**src/rtl/aes_pnm_controller.sv**
```systemverilog
// aes_pnm_controller: control sequencer for the FeRAM near-memory AES datapath (load, rounds, write-back).
// Optional macro AES_PNM_DONE_STICKY_EN holds done high until the next accepted start.
module aes_pnm_controller #(
    parameter int N_ROUNDS = 10
) (
    input  logic       clk,
    input  logic       rst_n,
    input  logic       start,
    input  logic       enc_dec,
    output logic       done,
    output logic       sra_en,
    output logic [3:0] row_addr,
    output logic       mem_wr_en,
    output logic [3:0] mem_wr_row,
    output logic       pe_en,
    output logic [1:0] op_sel,
    output logic       load_psum,
    output logic       shift_in_en,
    output logic [3:0] round,
    output logic       subbytes_sel,
    output logic       shiftrows_sel
);
    if (N_ROUNDS < 2 || N_ROUNDS > 15) begin : g_bad_rounds
        $error("N_ROUNDS must be in 2..15");
    end

    typedef enum logic [2:0] {
        S_IDLE, S_LOAD, S_ARK, S_SUB, S_SHF, S_MIX, S_WB, S_DONE
    } state_t;

    localparam logic [3:0] LP_N = 4'(N_ROUNDS);

    state_t     r_state, w_next;
    logic [1:0] r_cnt, w_cnt;
    logic [3:0] r_round, w_round;
    logic       r_enc, w_enc, w_last;
    logic       r_done, r_sra_en, r_mem_wr_en, r_pe_en, r_load_psum;
    logic       r_shift_in_en, r_sub, r_shf;
    logic [3:0] r_row_addr, r_mem_wr_row;
    logic [1:0] r_op_sel;

    assign w_last = (r_cnt == 2'd3);

    always_comb begin
        w_next  = r_state;
        w_round = r_round;
        w_enc   = r_enc;
        case (r_state)
            S_IDLE: if (start) begin
                w_next  = S_LOAD;
                w_round = 4'd0;
                w_enc   = enc_dec;
            end
            S_LOAD: if (w_last) w_next = S_ARK;
            // Decrypt runs MIX after ARK, so only the initial ARK advances the round there.
            S_ARK: if (w_last) begin
                if (r_round == LP_N) w_next = S_WB;
                else if (r_enc || r_round == 4'd0) begin
                    w_round = r_round + 4'd1;
                    w_next  = r_enc ? S_SUB : S_SHF;
                end
                else w_next = S_MIX;
            end
            S_SUB: w_next = r_enc ? S_SHF : S_ARK;
            S_SHF: w_next = r_enc ? ((r_round == LP_N) ? S_ARK : S_MIX) : S_SUB;
            S_MIX: if (w_last) begin
                if (r_enc) w_next = S_ARK;
                else begin
                    w_round = r_round + 4'd1;
                    w_next  = S_SHF;
                end
            end
            S_WB:   if (w_last) w_next = S_DONE;
            S_DONE: w_next = S_IDLE;
            default: w_next = S_IDLE;
        endcase
        w_cnt = (w_next != r_state || r_state == S_IDLE) ? 2'd0 : r_cnt + 2'd1;
    end

    always_ff @(posedge clk or negedge rst_n) begin
        if (!rst_n) begin
            r_state       <= S_IDLE;
            r_cnt         <= 2'd0;
            r_round       <= 4'd0;
            r_enc         <= 1'b0;
            r_done        <= 1'b0;
            r_sra_en      <= 1'b0;
            r_row_addr    <= 4'd0;
            r_mem_wr_en   <= 1'b0;
            r_mem_wr_row  <= 4'd0;
            r_pe_en       <= 1'b0;
            r_op_sel      <= 2'b00;
            r_load_psum   <= 1'b0;
            r_shift_in_en <= 1'b0;
            r_sub         <= 1'b0;
            r_shf         <= 1'b0;
        end else begin
            r_state       <= w_next;
            r_cnt         <= w_cnt;
            r_round       <= w_round;
            r_enc         <= w_enc;
            r_sra_en      <= (w_next == S_LOAD) || (w_next == S_ARK);
            r_row_addr    <= (w_next == S_LOAD) ? {2'b00, w_cnt} :
                             (w_next == S_ARK)  ? {2'b01, w_cnt} : 4'd0;
            r_mem_wr_en   <= (w_next == S_WB);
            r_mem_wr_row  <= (w_next == S_WB) ? {2'b10, w_cnt} : 4'd0;
            r_pe_en       <= (w_next == S_ARK) || (w_next == S_SUB) ||
                             (w_next == S_SHF) || (w_next == S_MIX);
            r_op_sel      <= (w_next == S_ARK) ? 2'b01 :
                             (w_next == S_MIX) ? (w_enc ? 2'b10 : 2'b11) :
                             (w_next == S_SUB || w_next == S_SHF) ? (w_enc ? 2'b00 : 2'b11) : 2'b00;
            r_load_psum   <= (w_next == S_ARK);
            r_shift_in_en <= (w_next == S_LOAD);
            r_sub         <= (w_next == S_SUB);
            r_shf         <= (w_next == S_SHF);
`ifdef AES_PNM_DONE_STICKY_EN
            r_done        <= (w_next == S_DONE) || (r_done && !(r_state == S_IDLE && start));
`else
            r_done        <= (w_next == S_DONE);
`endif
        end
    end

    assign done          = r_done;
    assign sra_en        = r_sra_en;
    assign row_addr      = r_row_addr;
    assign mem_wr_en     = r_mem_wr_en;
    assign mem_wr_row    = r_mem_wr_row;
    assign pe_en         = r_pe_en;
    assign op_sel        = r_op_sel;
    assign load_psum     = r_load_psum;
    assign shift_in_en   = r_shift_in_en;
    assign round         = r_round;
    assign subbytes_sel  = r_sub;
    assign shiftrows_sel = r_shf;
endmodule

```
**config.mk**
```make
export PLATFORM = sky130hd
export DESIGN_NAME = aes_pnm_controller
export DESIGN_NICKNAME = d
export VERILOG_FILES = /design/src/rtl/aes_pnm_controller.sv
export SDC_FILE = /design/constraint.sdc
export NUM_CORES = 1
export LEC_CHECK = 0
export BUFFER_PORTS_ARGS = -buffer_cell sky130_fd_sc_hd__buf_4
export CAP_MARGIN = 25
export CORE_UTILIZATION = 50
export CTS_CLUSTER_SIZE = 16
export DETAILED_ROUTE_END_ITERATION = 7
export PLACE_DENSITY = 0.7
export SYNTH_ARGS = -nofsm -noshare
export SYNTH_HDL_FRONTEND = slang
export SYNTH_SLANG_ARGS = --single-unit
```
**constraint.sdc**
```tcl
create_clock -name clk -period 4.2 [get_ports clk]
set_input_delay 0.63 -clock clk [delete_from_list [all_inputs] [get_ports clk]]
set_output_delay 0.63 -clock clk [all_outputs]
set_load 0.01 [all_outputs]
```
==> flow_metrics.env, run 1 <==
export IMPL_num_vias=982
export IMPL_nFillCells=224
export IMPL_worstPathArrival_ns=2.28
export IMPL_synth_top_family_by_area="simple AND/OR/NAND/NOR gates"
export IMPL_synth_seq_cells=25
export IMPL_cts_buffers=3
export IMPL_hold_viol_final=0
export IMPL_grt_max_degree=26
export IMPL_cts_setup_buffers=0
export IMPL_final_antenna_net_count=0
export IMPL_postLayoutSetupSlackWorst_ns=2.13
export IMPL_yosys_warnings=0
export IMPL_remaining_drc_errors=0
export IMPL_cts_tree="yes"
export IMPL_synth_compound_area_share_pct=18.5
export IMPL_cp_end_kind="flip-flop"
export IMPL_min_period_over_period_pct=49.3
export IMPL_power_frac_seq_pct=41.6
export IMPL_final_setup_viol_count=0
export IMPL_synthToLayoutAreaGrowth_pct=14.0
export IMPL_yosys_area_share_xor_xnor_pct=0.674
export IMPL_design_portCount=26
export IMPL_totalWireLength_mm=2.50
export IMPL_synthesis_area_sq_um=1300
export IMPL_crit_required_ns=4.41
export IMPL_detailed_place_hpwl_mm=1.85
export IMPL_setup_tns_ns=0
export IMPL_maxSlewViolCount=0
export IMPL_ctsResizeCount=0
export IMPL_antenna_found_initial=0
export IMPL_rows=18
export IMPL_rr_worst_depth=7
export IMPL_cellLeakagePower_nw=0.729
export IMPL_grt_use_total_pct=20.1
export IMPL_drive_gt1_share_pct=26.0
export IMPL_clk_pin_slew_ns=0.14
export IMPL_drtIter0Drc=18
export IMPL_worst_pin_slew_ns=0.571
export IMPL_syn_area_per_cell_sq_um=10.2
export IMPL_place_congestion=0.777
export IMPL_maxSlewHeadroom_pct=61.9
export IMPL_diodes=0
export IMPL_utilization_pct=59.8
export IMPL_synth_yosys_seq_area_share_pct=48.1
export IMPL_p_sw_share_pct=42.3
export IMPL_synthMuxAreaShare_pct=1.54
export IMPL_placed_area_sq_um=1450
export IMPL_final_area_sq_um=1480
export IMPL_yosys_area_share_simple_pct=19.5
export IMPL_finalNetCount=155
export IMPL_grt_pass1_vias=888
export IMPL_clockBufferDepth=2
export IMPL_r2r_end="mem_wr_row[1]$_DFF_PN0_"
export IMPL_pwr_density_cell_nw_per_um2=622
export IMPL_grt_first_pass_wirelength_mm=4.13
export IMPL_peakVddDrop_v=0.000394
export IMPL_combPwrFrac_pct=46.6
export IMPL_wl_per_cell_um=14.2
export IMPL_power_switching_mw=0.390
export IMPL_p_total_mw=0.921
export IMPL_pwr_share_clk_pct=11.8
export IMPL_clk_latency_ns=0.32
export IMPL_dr_pass1_iters=4
export IMPL_dp_slack_ns=2.13
export IMPL_maxCapViolCount=0
export IMPL_final_min_clock_period_ns=2.07
export IMPL_fmax_ghz=0.483
export IMPL_die_w_um=53.0
export IMPL_reg2reg_from="round[0]$_DFFE_PN0P_"
export IMPL_cp_start_kind="flip-flop"
export IMPL_vias_per_cell=5.58
export IMPL_htreeDepth=1
export IMPL_cts_hold_fix_buffers=0
export IMPL_rsz0062_at_grt="no"
export IMPL_synthDistinctLibCells=41
export IMPL_r2r_slack_ns=2.13
export IMPL_io_buffer_count=23
export IMPL_clock_skew_final_ns=0.00494
export IMPL_gr_total_overflow=0
export IMPL_netlist_instances=127
export IMPL_p_int_mw=0.532
export IMPL_hp_class="in -> async"
export IMPL_cts_root_buf="clkbuf_4"
export IMPL_dieArea_sq_um=2810
export IMPL_status="finished, final reports clean"
export IMPL_fp_dieH_um=53.0
export IMPL_worst_setup_path_type="reg -> reg"
export IMPL_coreArea_sq_um=2480
export IMPL_cts_sinks=25
export IMPL_crit_path_max_fanout=6
export IMPL_initial_core_util_pct=52.5
export IMPL_synthAdderAreaFrac_pct=3.85
==> worst max path at each step <==
stage | from | end | slack (ns) | depth (start not counted)
detailed placement | round[0]$_DFFE_PN0P_ | mem_wr_row[1]$_DFF_PN0_ | 2.13 | 7
floorplan | round[0]$_DFFE_PN0P_ | mem_wr_row[0]$_DFF_PN0_ | 2.25 | 7
CTS | round[0]$_DFFE_PN0P_ | r_cnt[0]$_DFF_PN0_ | 2.12 | 7
finish | round[0]$_DFFE_PN0P_ | mem_wr_row[1]$_DFF_PN0_ | 2.13 | 7
global placement | round[0]$_DFFE_PN0P_ | mem_wr_row[0]$_DFF_PN0_ | 2.14 | 7
global route | round[0]$_DFFE_PN0P_ | sra_en$_DFF_PN0_ | 1.94 | 7
==> metrics by stage <==
step,cells,hold WS [ns]
global route,176,0.195
global placement,172,0.541
CTS,176,0.191
detailed placement,172,0.546
floorplan,128,0.334
finish,176,0.180
==> worst max-delay path: stages, from the launching register on <==
cell	delay, ns
dfrtp_1	0.45
inv_1	0.08
ha_1	0.23
and3b_1	0.23
a221o_1	0.37
and2_4	0.20
o311ai_2	0.32
nor3_1	0.09
==> synth_stat cells, drive strengths merged <==
| library cell | n | area [sq um] |
|---|---|---|
| nor3b | 3 | 22.5 |
| and3 | 2 | 12.5 |
| nor2b | 1 | 6.26 |
| mux2i | 2 | 20.0 |
| nor4 | 1 | 12.5 |
| a311oi | 1 | 15.0 |
| xor2 | 1 | 8.76 |
| conb | 1 | 3.75 |
| a32o | 1 | 10.0 |
| o21ba | 1 | 10.0 |
| a41oi | 1 | 8.76 |
| dfrtp | 25 | 626 |
| o31a | 1 | 8.76 |
| o32ai | 1 | 16.3 |
| nand4b | 1 | 8.76 |
| and2 | 3 | 21.3 |
| o21ai | 5 | 28.8 |
| a21o | 3 | 22.5 |
| o211ai | 1 | 7.51 |
| nand2b | 4 | 25.0 |
| a21oi | 7 | 35.0 |
| nor3 | 6 | 30.0 |
| or3 | 1 | 6.26 |
| o311ai | 2 | 32.5 |
| nand3b | 2 | 15.0 |
| nand3 | 1 | 10.0 |
| o21a | 1 | 7.51 |
| a221o | 2 | 20.0 |
| ha | 4 | 50.1 |
| inv | 10 | 37.5 |
| nand2 | 7 | 26.3 |
| nor2 | 13 | 48.8 |
| a211o | 1 | 8.76 |
| o41ai | 1 | 8.76 |
| and3b | 1 | 8.76 |
| buf | 9 | 60.1 |
==> power groups by stage <==
stage / Clock, mW / Sequential (mW) / Combinational, mW
floorplan: 0 / 0.358 / 0.340
global placement: 0 / 0.385 / 0.420
detailed placement: 0 / 0.388 / 0.432
CTS: 0.109 / 0.383 / 0.433
global route: 0.119 / 0.394 / 0.483
finish: 0.109 / 0.383 / 0.430
==> layer usage <==
metal / track usage, % / up-vias / wire, um
li1: - / 483 / -
met1: 27.5 / 471 / 1160
met2: 33.1 / 26 / 1220
met3: 2.59 / 2 / 101
met4: 5.26 / 0 / 13
met5: 0 / - / 0
==> cell type report <==
class                   instances  area [sq um]  share of cell area (%)
well taps                      30          37.5                    2.53
repair buffers                 23           173                    11.7
multi-input cells              84           581                    39.2
flip-flops and latches         25           626                    42.2
clock buffers                   3          22.5                    1.52
inverters                      10          37.5                    2.53
clock inverters                 1          5.00                   0.338
==> flip-flops by register name, summed over array words and instances (netlist names) <==
signal and flops:
r_state 3, sra_en 1, row_addr 3, mem_wr_row 3
shift_in_en 1, subbytes_sel 1, r_enc 1, done 1
shiftrows_sel 1, round 4, r_cnt 2, op_sel 2
pe_en 1, load_psum 1
==> cell usage in the layout (no fill, tap or decap), drive strengths merged, types with 2 or more instances in the layout <==
cell type / netlist / routed
dfrtp: 25 / 25
buf: 9 / 23
nor2: 13 / 13
inv: 10 / 10
nand2: 7 / 7
a21oi: 7 / 7
nor3: 6 / 6
o21ai: 5 / 5
nand2b: 4 / 4
ha: 4 / 4
nor3b: 3 / 3
a21o: 3 / 3
clkbuf: 0 / 3
and2: 3 / 3
nand3b: 2 / 2
mux2i: 2 / 2
a221o: 2 / 2
and3: 2 / 2
o311ai: 2 / 2
conb: 1 / 2
==> logic make-up (layout without fill, tap and decap cells) <==
| family | after synthesis | after routing |
|---|---|---|
| multiplexers | 2 | 2 |
| other | 1 | 2 |
| AO/OA/AOI/OAI | 29 | 29 |
| adder cells (fa/ha/maj) | 4 | 4 |
| XOR/XNOR | 1 | 1 |
| flip-flops | 25 | 25 |
| AND/OR/NAND/NOR | 46 | 46 |
| buffers and inverters | 19 | 37 |
Note: power is estimated with default switching activity, not from simulation.
==> run 2, diff against run 1 <==
==> constraint.sdc (replaced) <==
create_clock -name clk -period 2.15 [get_ports clk]
set_input_delay 0.3225 -clock clk [delete_from_list [all_inputs] [get_ports clk]]
set_output_delay 0.3225 -clock clk [all_outputs]
set_load 0.01 [all_outputs]
==> run 2 against run 1 <==
Non-clock buffer count up 5; highest routed layer unchanged; cell count up 2.8%; clock skew is 0.0030 ns lower; via count increased by 3.6%; routed wire length up 11%.
==> flow_metrics.env, run 2 (synthesis gave the netlist of run 1 again) <==
export IMPL_dieArea_sq_um=2810
export IMPL_worstPathArrival_ns=2.25
export IMPL_remaining_drc_errors=0
export IMPL_grt_max_degree=26
export IMPL_vias_per_cell=5.62
export IMPL_fmax_ghz=0.491
export IMPL_cts_tree="yes"
export IMPL_setup_tns_ns=0
export IMPL_cellLeakagePower_nw=0.760
export IMPL_crit_required_ns=2.36
export IMPL_grt_pass1_vias=912
export IMPL_drtIter0Drc=21
export IMPL_maxCapViolCount=0
export IMPL_cts_buffers=3
export IMPL_rows=18
export IMPL_cp_end_kind="flip-flop"
export IMPL_hold_depth=3
export IMPL_reg2reg_from="round[0]$_DFFE_PN0P_"
export IMPL_worst_pin_slew_ns=0.610
export IMPL_cts_sinks=25
export IMPL_cp_start_kind="flip-flop"
export IMPL_crit_slowest_cell="dfrtp_1"
export IMPL_diodes=0
export IMPL_pwr_density_cell_nw_per_um2=1240
export IMPL_grt_first_pass_wirelength_mm=4.24
export IMPL_drive_gt1_share_pct=28.5
export IMPL_clock_skew_final_ns=0.00198
export IMPL_final_min_clock_period_ns=2.03
export IMPL_maxSlewViolCount=0
export IMPL_clockBufferDepth=2
export IMPL_worst_setup_path_type="reg -> reg"
export IMPL_clk_latency_ns=0.32
export IMPL_critPathLaunch="round[0]$_DFFE_PN0P_"
export IMPL_worst_path_stages=7
export IMPL_grt_use_total_pct=21.1
export IMPL_final_setup_viol_count=0
export IMPL_critical_path_cell_chain="inv_1 > ha_1 > and3b_1 > a221o_1 > and2_4 > o311ai_2 > nor3_1"
export IMPL_num_vias=1017
export IMPL_antenna_found_initial=0
export IMPL_crit_family="compound AO/OA/AOI/OAI gates"
export IMPL_hold_viol_final=0
export IMPL_hp_class="in -> reg"
export IMPL_place_congestion=0.790
export IMPL_utilization_pct=63.0
export IMPL_finalNetCount=160
export IMPL_htreeDepth=1
export IMPL_maxSlewHeadroom_pct=59.0
export IMPL_detailed_place_hpwl_mm=1.89
export IMPL_wl_per_cell_um=15.2
export IMPL_rr_worst_depth=7
export IMPL_largest_reg_flops=4
export IMPL_die_w_um=53.0
export IMPL_coreArea_sq_um=2480
export IMPL_peakVddDrop_v=0.000965
export IMPL_min_period_over_period_pct=94.6
export IMPL_final_antenna_net_count=0
export IMPL_cts_root_buf="clkbuf_4"
export IMPL_initial_core_util_pct=52.5
export IMPL_fp_dieH_um=53.0
export IMPL_cp_buffers_inverters=1
export IMPL_final_common_cell="buf_4"
export IMPL_io_buffer_count=23
export IMPL_cp_endpoint="mem_wr_row[0]$_DFF_PN0_"
export IMPL_clk_pin_slew_ns=0.14
export IMPL_crit_path_max_fanout=6
export IMPL_r2r_slack_ns=0.12
export IMPL_rsz0062_at_grt="no"
export IMPL_max_stage_delay_ns=0.41
export IMPL_dr_pass1_iters=5
export IMPL_status="finished, final reports clean"
export IMPL_gr_total_overflow=0
export IMPL_r2r_end="mem_wr_row[0]$_DFF_PN0_"
export IMPL_synthToLayoutAreaGrowth_pct=20.0
export IMPL_final_cell_mix="buf_4 (27), dfrtp_1 (25), nor2_1 (13)"
export IMPL_design_portCount=26
export IMPL_totalWireLength_mm=2.76
-- run 2: metal layers --
| layer | part of all wire [%] | GRT usage, % |
|---|---|---|
| met5 | 0 | 0 |
| met4 | 0.87 | 10.5 |
| met3 | 4.3 | 3.74 |
| met2 | 50 | 34.8 |
| met1 | 45 | 26.2 |
-- run 2: final cells by class --
| class | count | area (sq um) |
|---|---|---|
| clock buffers | 3 | 22.5 |
| clock inverters | 1 | 7.51 |
| fillers | 225 | 917 |
| inverters | 10 | 37.5 |
| multi-input cells | 84 | 617 |
| flip-flops and latches | 25 | 626 |
| well taps | 30 | 37.5 |
| repair buffers | 28 | 213 |
-- run 2: worst register-to-register path: cells and delay by family (launching register included) --
kind            cells  cell delay [ns]
fa+ha+maj           1             0.22
compound gates      2             0.71
buf+inv             1             0.08
simple gates        3             0.51
flops               1             0.41
-- run 2: how the worst min path moves through the flow --
| stage | from | end |
|---|---|---|
| finish | enc_dec | r_enc$_DFF_PN0_ |
| global route | enc_dec | r_enc$_DFF_PN0_ |
| CTS | enc_dec | r_enc$_DFF_PN0_ |
| detailed placement | rst_n | mem_wr_row[0]$_DFF_PN0_ |
| global placement | rst_n | r_state[2]$_DFF_PN0_ |
| floorplan | rst_n | done$_DFF_PN0_ |
-- run 2: where the power goes --
part / internal [mW] / total, mW / switching (mW)
logic: 0.426 / 0.965 / 0.539
registers: 0.600 / 0.751 / 0.151
clock network: 0.0711 / 0.218 / 0.146
total: 1.10 / 1.93 / 0.836
-- run 2: timing repair --
item,4_1_cts,5_1_grt
gates resized for setup,0,4
hold endpoints to repair,25,0
endpoints found under the setup margin,0,8
hold buffers,1,0
setup buffers,0,1
-- run 2: through the flow --
step / hold WS [ns] / power (mW) / area (sq um) / instances / setup WS, ns
final: 0.310 / 1.93 / 1560 / 181 / 0.115
after global routing: 0.308 / 2.08 / 1560 / 181 / 0.0179
after CTS: 0.299 / 1.85 / 1520 / 180 / 0.0525
after detailed placement: 0.248 / 1.63 / 1480 / 175 / 0.0825
after global placement: 0.232 / 1.59 / 1480 / 175 / 0.195
after floorplan: 0.0269 / 1.36 / 1300 / 128 / 0.200
